<file path="src/rtl/branch_predictor.sv">
// gshare direction predictor with speculative and committed global history.
// PHT is swept to weakly-not-taken after reset before lookups are accepted.
module branch_predictor #(
  parameter int PATTERN_WIDTH  = 8,
  parameter int INST_MEM_WIDTH = 14
) (
  input  logic                      clk,
  input  logic                      rst_n,
  input  logic                      flush,
  input  logic                      lookup_valid,
  input  logic                      lookup_fire,
  input  logic [INST_MEM_WIDTH-1:0] lookup_pc,
  input  logic [INST_MEM_WIDTH-1:0] lookup_target,
  input  logic [INST_MEM_WIDTH-1:0] lookup_fallthrough,
  output logic                      lookup_ready,
  output logic [1:0]                prediction,
  output logic [PATTERN_WIDTH-1:0]  pattern,
  output logic [INST_MEM_WIDTH-1:0] addr_on_failure,
  input  logic                      commit,
  input  logic                      commit_failure,
  input  logic [1:0]                commit_prediction,
  input  logic [PATTERN_WIDTH-1:0]  commit_pattern,
  output logic [31:0]               stat_commits,
  output logic [31:0]               stat_failures
);
  localparam int PW    = PATTERN_WIDTH;
  localparam int IMW   = INST_MEM_WIDTH;
  localparam int DEPTH = 1 << PW;

  typedef enum logic {
    INIT,
    RUN
  } state_t;

  state_t          state_q;
  state_t          state_d;
  logic [PW-1:0]   init_idx_q;
  logic [PW-1:0]   spec_hist_q;
  logic [PW-1:0]   commit_hist_q;
  logic [PW-1:0]   commit_hist_d;
  logic [1:0]      pht [DEPTH];
  logic [31:0]     commits_q;
  logic [31:0]     failures_q;
  logic            run;
  logic            do_commit;
  logic            do_flush;
  logic            do_fire;
  logic            taken;
  logic [1:0]      cnt_old;
  logic [1:0]      cnt_new;
  logic            unused_ok;

  assign unused_ok = ^{lookup_valid,
                       lookup_pc[IMW-1:PW],
                       commit_prediction[0]};

  // State register
  always_ff @(posedge clk) begin
    if (!rst_n) state_q <= INIT;
    else        state_q <= state_d;
  end

  // Next state: leave INIT once the last PHT entry is written
  always_comb begin
    state_d = state_q;
    unique case (state_q)
      INIT:    if (init_idx_q == '1) state_d = RUN;
      RUN:     state_d = RUN;
      default: state_d = INIT;
    endcase
  end

  // FSM outputs
  always_comb begin
    run          = (state_q == RUN);
    lookup_ready = run;
  end

  // Lookup and commit datapath
  always_comb begin
    pattern         = lookup_pc[PW-1:0] ^ spec_hist_q;
    prediction      = pht[pattern];
    addr_on_failure = prediction[1] ? lookup_fallthrough
                                    : lookup_target;
    do_commit = run && commit;
    do_flush  = run && flush;
    do_fire   = run && lookup_fire;
    taken     = commit_failure ^ commit_prediction[1];
    cnt_old   = pht[commit_pattern];
    cnt_new   = cnt_old;
    if (taken && cnt_old != 2'b11)  cnt_new = cnt_old + 2'b01;
    if (!taken && cnt_old != 2'b00) cnt_new = cnt_old - 2'b01;
    commit_hist_d = commit_hist_q;
    if (do_commit) commit_hist_d = {commit_hist_q[PW-2:0], taken};
  end

  // PHT: init sweep, then trained from the stored counter at commit
  always_ff @(posedge clk) begin
    if (rst_n) begin
      if (state_q == INIT)  pht[init_idx_q]     <= 2'b01;
      else if (do_commit)   pht[commit_pattern] <= cnt_new;
    end
  end

  // Init sweep index
  always_ff @(posedge clk) begin
    if (!rst_n)                init_idx_q <= '0;
    else if (state_q == INIT)  init_idx_q <= init_idx_q + 1'b1;
  end

  // Histories; flush restores speculative from committed
  always_ff @(posedge clk) begin
    if (!rst_n) begin
      spec_hist_q   <= '0;
      commit_hist_q <= '0;
    end else begin
      commit_hist_q <= commit_hist_d;
      if (do_flush)     spec_hist_q <= commit_hist_d;
      else if (do_fire) spec_hist_q <= {spec_hist_q[PW-2:0], prediction[1]};
    end
  end

  // Commit statistics, wrapping
  always_ff @(posedge clk) begin
    if (!rst_n) begin
      commits_q  <= '0;
      failures_q <= '0;
    end else if (do_commit) begin
      commits_q  <= commits_q + 32'd1;
      failures_q <= failures_q + {31'd0, commit_failure};
    end
  end

  assign stat_commits  = commits_q;
  assign stat_failures = failures_q;

endmodule
</file>
<file path="config.mk">
export PLATFORM = sky130hd
export DESIGN_NAME = branch_predictor
export DESIGN_NICKNAME = d
export VERILOG_FILES = /design/src/rtl/branch_predictor.sv
export SDC_FILE = /design/constraint.sdc
export NUM_CORES = 1
export LEC_CHECK = 0
export CAP_MARGIN = 0
export CORE_MARGIN = 2
export CORE_UTILIZATION = 40
export CTS_BUF_LIST = sky130_fd_sc_hd__clkbuf_2 sky130_fd_sc_hd__clkbuf_4 sky130_fd_sc_hd__clkbuf_8
export DETAILED_ROUTE_END_ITERATION = 6
export SYNTH_ARGS = -nofsm -noshare
export SYNTH_HDL_FRONTEND = slang
export SYNTH_SLANG_ARGS = --single-unit
</file>
<file path="constraint.sdc">
create_clock -name clk -period 18.6 [get_ports clk]
set_input_delay 4.65 -clock clk [delete_from_list [all_inputs] [get_ports clk]]
set_output_delay 4.65 -clock clk [all_outputs]
set_load 0.01 [all_outputs]
</file>
### Word level (Yosys, flattened, before mapping)

Memory sizes are Yosys's and may differ from the RTL's.
Cells that the tools add are included.

| word-level totals | value |
|---|---|
| bits in registers | 89 |
| RAM bits | 512 |
| output and inout bits | 89 |
| memories kept | 1 |

Memory list:

| name | depth | width | rd ports | clocked after memory_dff | write ports | RTL line | text |
|---|---|---|---|---|---|---|---|
| pht | 256 | 2 | 2 | 0 | 1 | 41 | `logic [1:0] pht [DEPTH];` |

| cells by class | value |
|---|---|
| add/sub/neg operators | 5 |
| eq/ne operators | 2 |
| muxes and demuxes | 18 |
| bitwise gates (word level) | 3 |
| reduce and logical (&&, ||, !) cells | 9 |

Operator list:

| operator | count |
|---|---|
| 32-bit by 1-bit adder with 32-bit output | 1 |
| 32-bit by 1-bit adder with 32-bit output (second input constant) | 1 |
| 8-bit 2-to-1 mux | 4 |
| 14-bit 2-to-1 mux | 1 |
| 1-bit 2-to-1 mux | 9 |
| 8-bit by 1-bit adder with 8-bit output (second input constant) | 1 |
| 8-bit equality test (second input constant) | 1 |
| 8-bit XOR | 1 |
| 2-bit 2-to-1 mux | 3 |
| 1-bit logical AND | 5 |
| 2-bit nonzero test | 2 |
| 2-bit by 1-bit adder with 2-bit output (second input constant) | 1 |
| 2-bit != test (second input constant) | 1 |
| 1-bit one-hot mux with 2 select lines | 1 |
| 2-bit OR reduction | 1 |
| 2-bit by 1-bit subtractor with 2-bit output (second input constant) | 1 |
| 1-bit logical NOT | 1 |
| 1-bit NOT | 1 |
| 1-bit XOR | 1 |

### Longest topological paths before layout

| logic depth | value |
|---|---|
| depth in word-level cells | 7 |
| depth in mapped cells | 15 |

### Worst setup path before layout

OpenSTA, ideal clock, no wires.

| path | value |
|---|---|
| path type | input to register |
| start | input commit_pattern[0] |
| end | memory pht[0][0], data pin |
| arrival time | 14.365 ns |
| slack | 2.692 ns |
| cell stages on the path | 11 |
| path buffers | 2 |
| cell sequence | buf_1 > clkbuf_1 > mux4_2 > mux4_2 > mux4_2 > a211oi_2 > inv_1 > ha_1 > mux2_2 > nand3_1 > a21boi_1 |

| between the ends | value |
|---|---|
| cells in the longest elaborated chain, start to end | 6 |
| elaborated cells between the ends (all ways) | 10 |
| classes of those cells | add/sub: 2; eq/ne: 1; mux: 3; reduce/logical: 3; memory: 1 |

RTL lines:

| item | RTL line | text |
|---|---|---|
| start, declared | 22 | `input logic [PATTERN_WIDTH-1:0] commit_pattern,` |
| memory 256 x 2 bit * | - |  |
| branches (longest 3 deep; another with 2-bit by 1-bit adder with 2-bit output) | - |  |
| 2-bit 2-to-1 mux * | 92 | `if (!taken && cnt_old != 2'b00) cnt_new = cnt_old - 2'b01;` |
| 2-bit 2-to-1 mux (no line) * | - |  |
| end, declared | 41 |  |

Every way passes the cells marked *.

### Worst setup path in the final report

| path | value |
|---|---|
| start | input lookup_pc[2] |
| end | output addr_on_failure[8] |

| between the ends | value |
|---|---|
| cells in the longest elaborated chain, start to end | 3 |

RTL lines:

| item | RTL line | text |
|---|---|---|
| start, declared | 12 | `input logic [INST_MEM_WIDTH-1:0] lookup_pc,` |
| 8-bit XOR | 81 | `pattern = lookup_pc[PW-1:0] ^ spec_hist_q;` |
| memory 256 x 2 bit | - |  |
| 14-bit 2-to-1 mux | 83 | `addr_on_failure = prediction[1] ? lookup_fallthrough` |
| end, declared | 18 | `output logic [INST_MEM_WIDTH-1:0] addr_on_failure,` |

No other way between the ends.

==> impl_metrics.json <==
{
  "relSlewSlack_pct": 10.9,
  "ys_top_cells_by_area": "edfxtp_1 52%, mux4_2 23%, dfxtp_1 6.1%",
  "tns_ns": 0,
  "fin_area_um2": 33700,
  "drtAntennaViolNets": 0,
  "rsz0062_at_grt": "no",
  "gr-max-usage-layer": "met2",
  "multiInputGateArea_um2": 11500,
  "die_x_um": 275,
  "cts_tree": "built",
  "ys_seq_area_share_pct": 58.5,
  "clkLatencyLatePin_ns": 0.73,
  "ys_types": 60,
  "row_count": 99,
  "grt_pass1_wl_mm": 126,
  "area_growth_pct": 14.9,
  "drive_above_1_share_pct": 25.1,
  "cts_sinks": 601,
  "dp_hpwl_mm": 54.8,
  "ys_seq_elements": 601,
  "crit_fanout": 26,
  "path_clk_slew_ns": 0.06,
  "fillers": 6348,
  "grt_pass1_vias": 18800,
  "start_util_pct": 40.3,
  "overflow": 0,
  "die_y_um": 275,
  "grt_max_degree": 257,
  "drc": 0,
  "leakage_nw": 11.0,
  "synthCells": 1890,
  "via_count": 19000,
  "clockBufferDepth": 3,
  "antenna_found_initial": 2,
  "gr-usage-all-layers_pct": 23.0,
  "h-tree-depth": 3,
  "routedWlPerCell_um": 28.3,
  "critPathCaptureType": "output port",
  "crit_path_start_kind": "input pin",
  "gpl.final_weighted_congestion": 0.878,
  "hold_buffers": 0,
  "timing.final.crit_share_pct": 77.6,
  "synth_top_area_share_pct": 52.5,
  "grt.met3_usage_pct": 6.43,
  "core_area_um2": 72700,
  "ys_warn_count": 0,
  "p_per_area_nw_per_um2": 84.5,
  "wl_mm": 87.2,
  "final_max_slew_viol_count": 0,
  "fin_crit_ns": 14.44,
  "die_area_um2": 75500,
  "worstHoldStart": "stat_failures[0]",
  "cts_setup_buffers": 0,
  "via_per_inst": 6.18,
  "ios": 148,
  "yosysTopAreaCell": "edfxtp_1",
  "drt_iter0_markers": 2425,
  "met2_usage_pct": 35.4,
  "hold_viol": 0,
  "crit_arrival_ns": 9.79,
  "rr_startpoint": "pht[165][0]",
  "dr.pass1.iters": 6,
  "drv_cap": 0,
  "clock-root-buffer": "clkbuf_8",
  "register_area_um2": 17200,
  "async_flop_share_pct": 0,
  "peakVddDrop_uv": 68.4,
  "synthFlopType": "edfxtp_1",
  "synth_area_um2": 29300,
  "cp.required_ns": 13.95,
  "fin_ws_ns": 4.16,
  "worst_pin_slew_ns": 1.34,
  "dpl_cell_area_um2": 31600,
  "synth-edff-count": 512,
  "use_met1_pct": 31.7,
  "fin_util_pct": 46.3,
  "status": "finished clean",
  "critPathLaunch": "lookup_pc[2]",
  "syn_nets": 1955,
  "hold_class": "reg2reg",
  "fin_skew_ns": 0.0392,
  "portBuffers": 139,
  "worstSetupPathType": "in2out",
  "dp_slack_ns": 4.35,
  "nets": 2101,
  "max_clock_freq_ghz": 0.0693,
  "num_antenna_cells": 0,
  "cts_made_buffers": 101,
  "power_mw": 2.85,
  "finalSetupViolations": 0,
  "syn_area_per_cell_um2": 15.5,
  "cts-resized-gates": 0
}
## registers in the layout, indices dropped and copies added, names as in the netlist
register / cells
spec_hist_q: 8
commit_hist_q: 8
stat_commits: 32
stat_failures: 32
init_idx_q: 8
pht: 512
lookup_ready: 1
## final timing paths
| path | to | slack (ns) | cells after the start |
|---|---|---|---|
| worst min register to register | stat_failures[0] | 0.49 | 2 |
| worst min-delay path | stat_failures[0] | 0.49 | 2 |
| worst max register to register | pht[71][1] | 11.99 | 13 |
| worst max-delay path | addr_on_failure[8] | 4.16 | 12 |
## power breakdown
part           switching [mW]  leakage [nW]  internal [mW]
logic                   0.103          3.96         0.0776
clock network           0.557          1.09          0.665
registers             0.00123          5.99           1.44
total                   0.661          11.0           2.18
## stage by stage
stage                     hold slack (ns)  instances
final                               0.488       3078
after global placement              0.471       2892
after floorplan                     0.455       1890
after detailed placement            0.486       2892
after global routing                0.530       3078
after CTS                           0.494       3078
## worst max-delay path, stage by stage
cell	delay, ns
clkdlybuf4s50_1	0.50
xnor2_2	0.11
buf_4	0.48
inv_2	0.52
nor2_1	1.05
a22oi_1	0.31
a21oi_1	0.28
nor4_1	0.13
a21oi_1	0.24
nand3_2	0.48
mux2_2	0.47
clkdlybuf4s50_1	0.51
## cells in the final DEF (no fill, tap or decap), types with 7 or more instances in the layout
cell type | netlist | layout
a22o_1 | 9 | 9
a21boi_0 | 21 | 21
xnor2_1 | 50 | 49
nand2_1 | 111 | 110
clkdlybuf4s50_1 | 0 | 134
nand2b_1 | 8 | 8
clkinv_2 | 0 | 15
clkbuf_8 | 0 | 107
or3_1 | 19 | 19
a22oi_1 | 17 | 17
a211oi_1 | 7 | 7
nor2_1 | 294 | 293
o21ai_0 | 25 | 25
nor3_1 | 12 | 12
mux4_2 | 298 | 298
a21oi_1 | 14 | 14
nand4_1 | 26 | 26
xor2_1 | 11 | 11
nand3_1 | 30 | 30
clkinv_1 | 2 | 25
mux2_2 | 17 | 17
inv_1 | 11 | 10
o22ai_1 | 11 | 11
nor2b_1 | 18 | 18
edfxtp_1 | 512 | 512
clkbuf_4 | 0 | 30
and3_1 | 12 | 12
dfxtp_1 | 89 | 89
and2_1 | 57 | 57
mux2i_1 | 15 | 15
buf_4 | 8 | 35
## metal layers
layer  part of all wire [%]  vias up
met4                    3.2        2
met1                     41     9921
met3                     11      179
li1                       -     7808
met2                     46     1110
met5                  0.021        -
## cells in the mapped netlist, drive strengths merged, types with 14 or more instances
| cell type | count |
|---|---|
| nand3 | 31 |
| dfxtp | 89 |
| mux2i | 15 |
| nand2 | 111 |
| mux2 | 17 |
| and2 | 57 |
| clkbuf | 79 |
| o21ai | 25 |
| a22oi | 17 |
| mux4 | 301 |
| a21boi | 22 |
| nand4 | 26 |
| a21oi | 14 |
| buf | 52 |
| nor2 | 294 |
| nor2b | 18 |
| edfxtp | 512 |
| xnor2 | 51 |
| or3 | 19 |
## kinds of logic after synthesis
family	count (synthesis)	share of synthesized area, %
mux	333	24.3
buf+inv	146	2.30
compound gates	133	3.18
fa+ha+maj	6	0.256
xor+xnor	63	1.93
simple gates	608	9.46
flops	601	58.5
## layout make-up
class,instances,area share [%]
flip-flops and latches,601,50.9
inverters,15,0.171
clock buffers,137,5.04
multi-input cells,1143,34.2
clock inverters,49,1.13
repair buffers,174,4.94
well taps,959,3.56
Note: power is estimated with default switching activity, not from simulation.
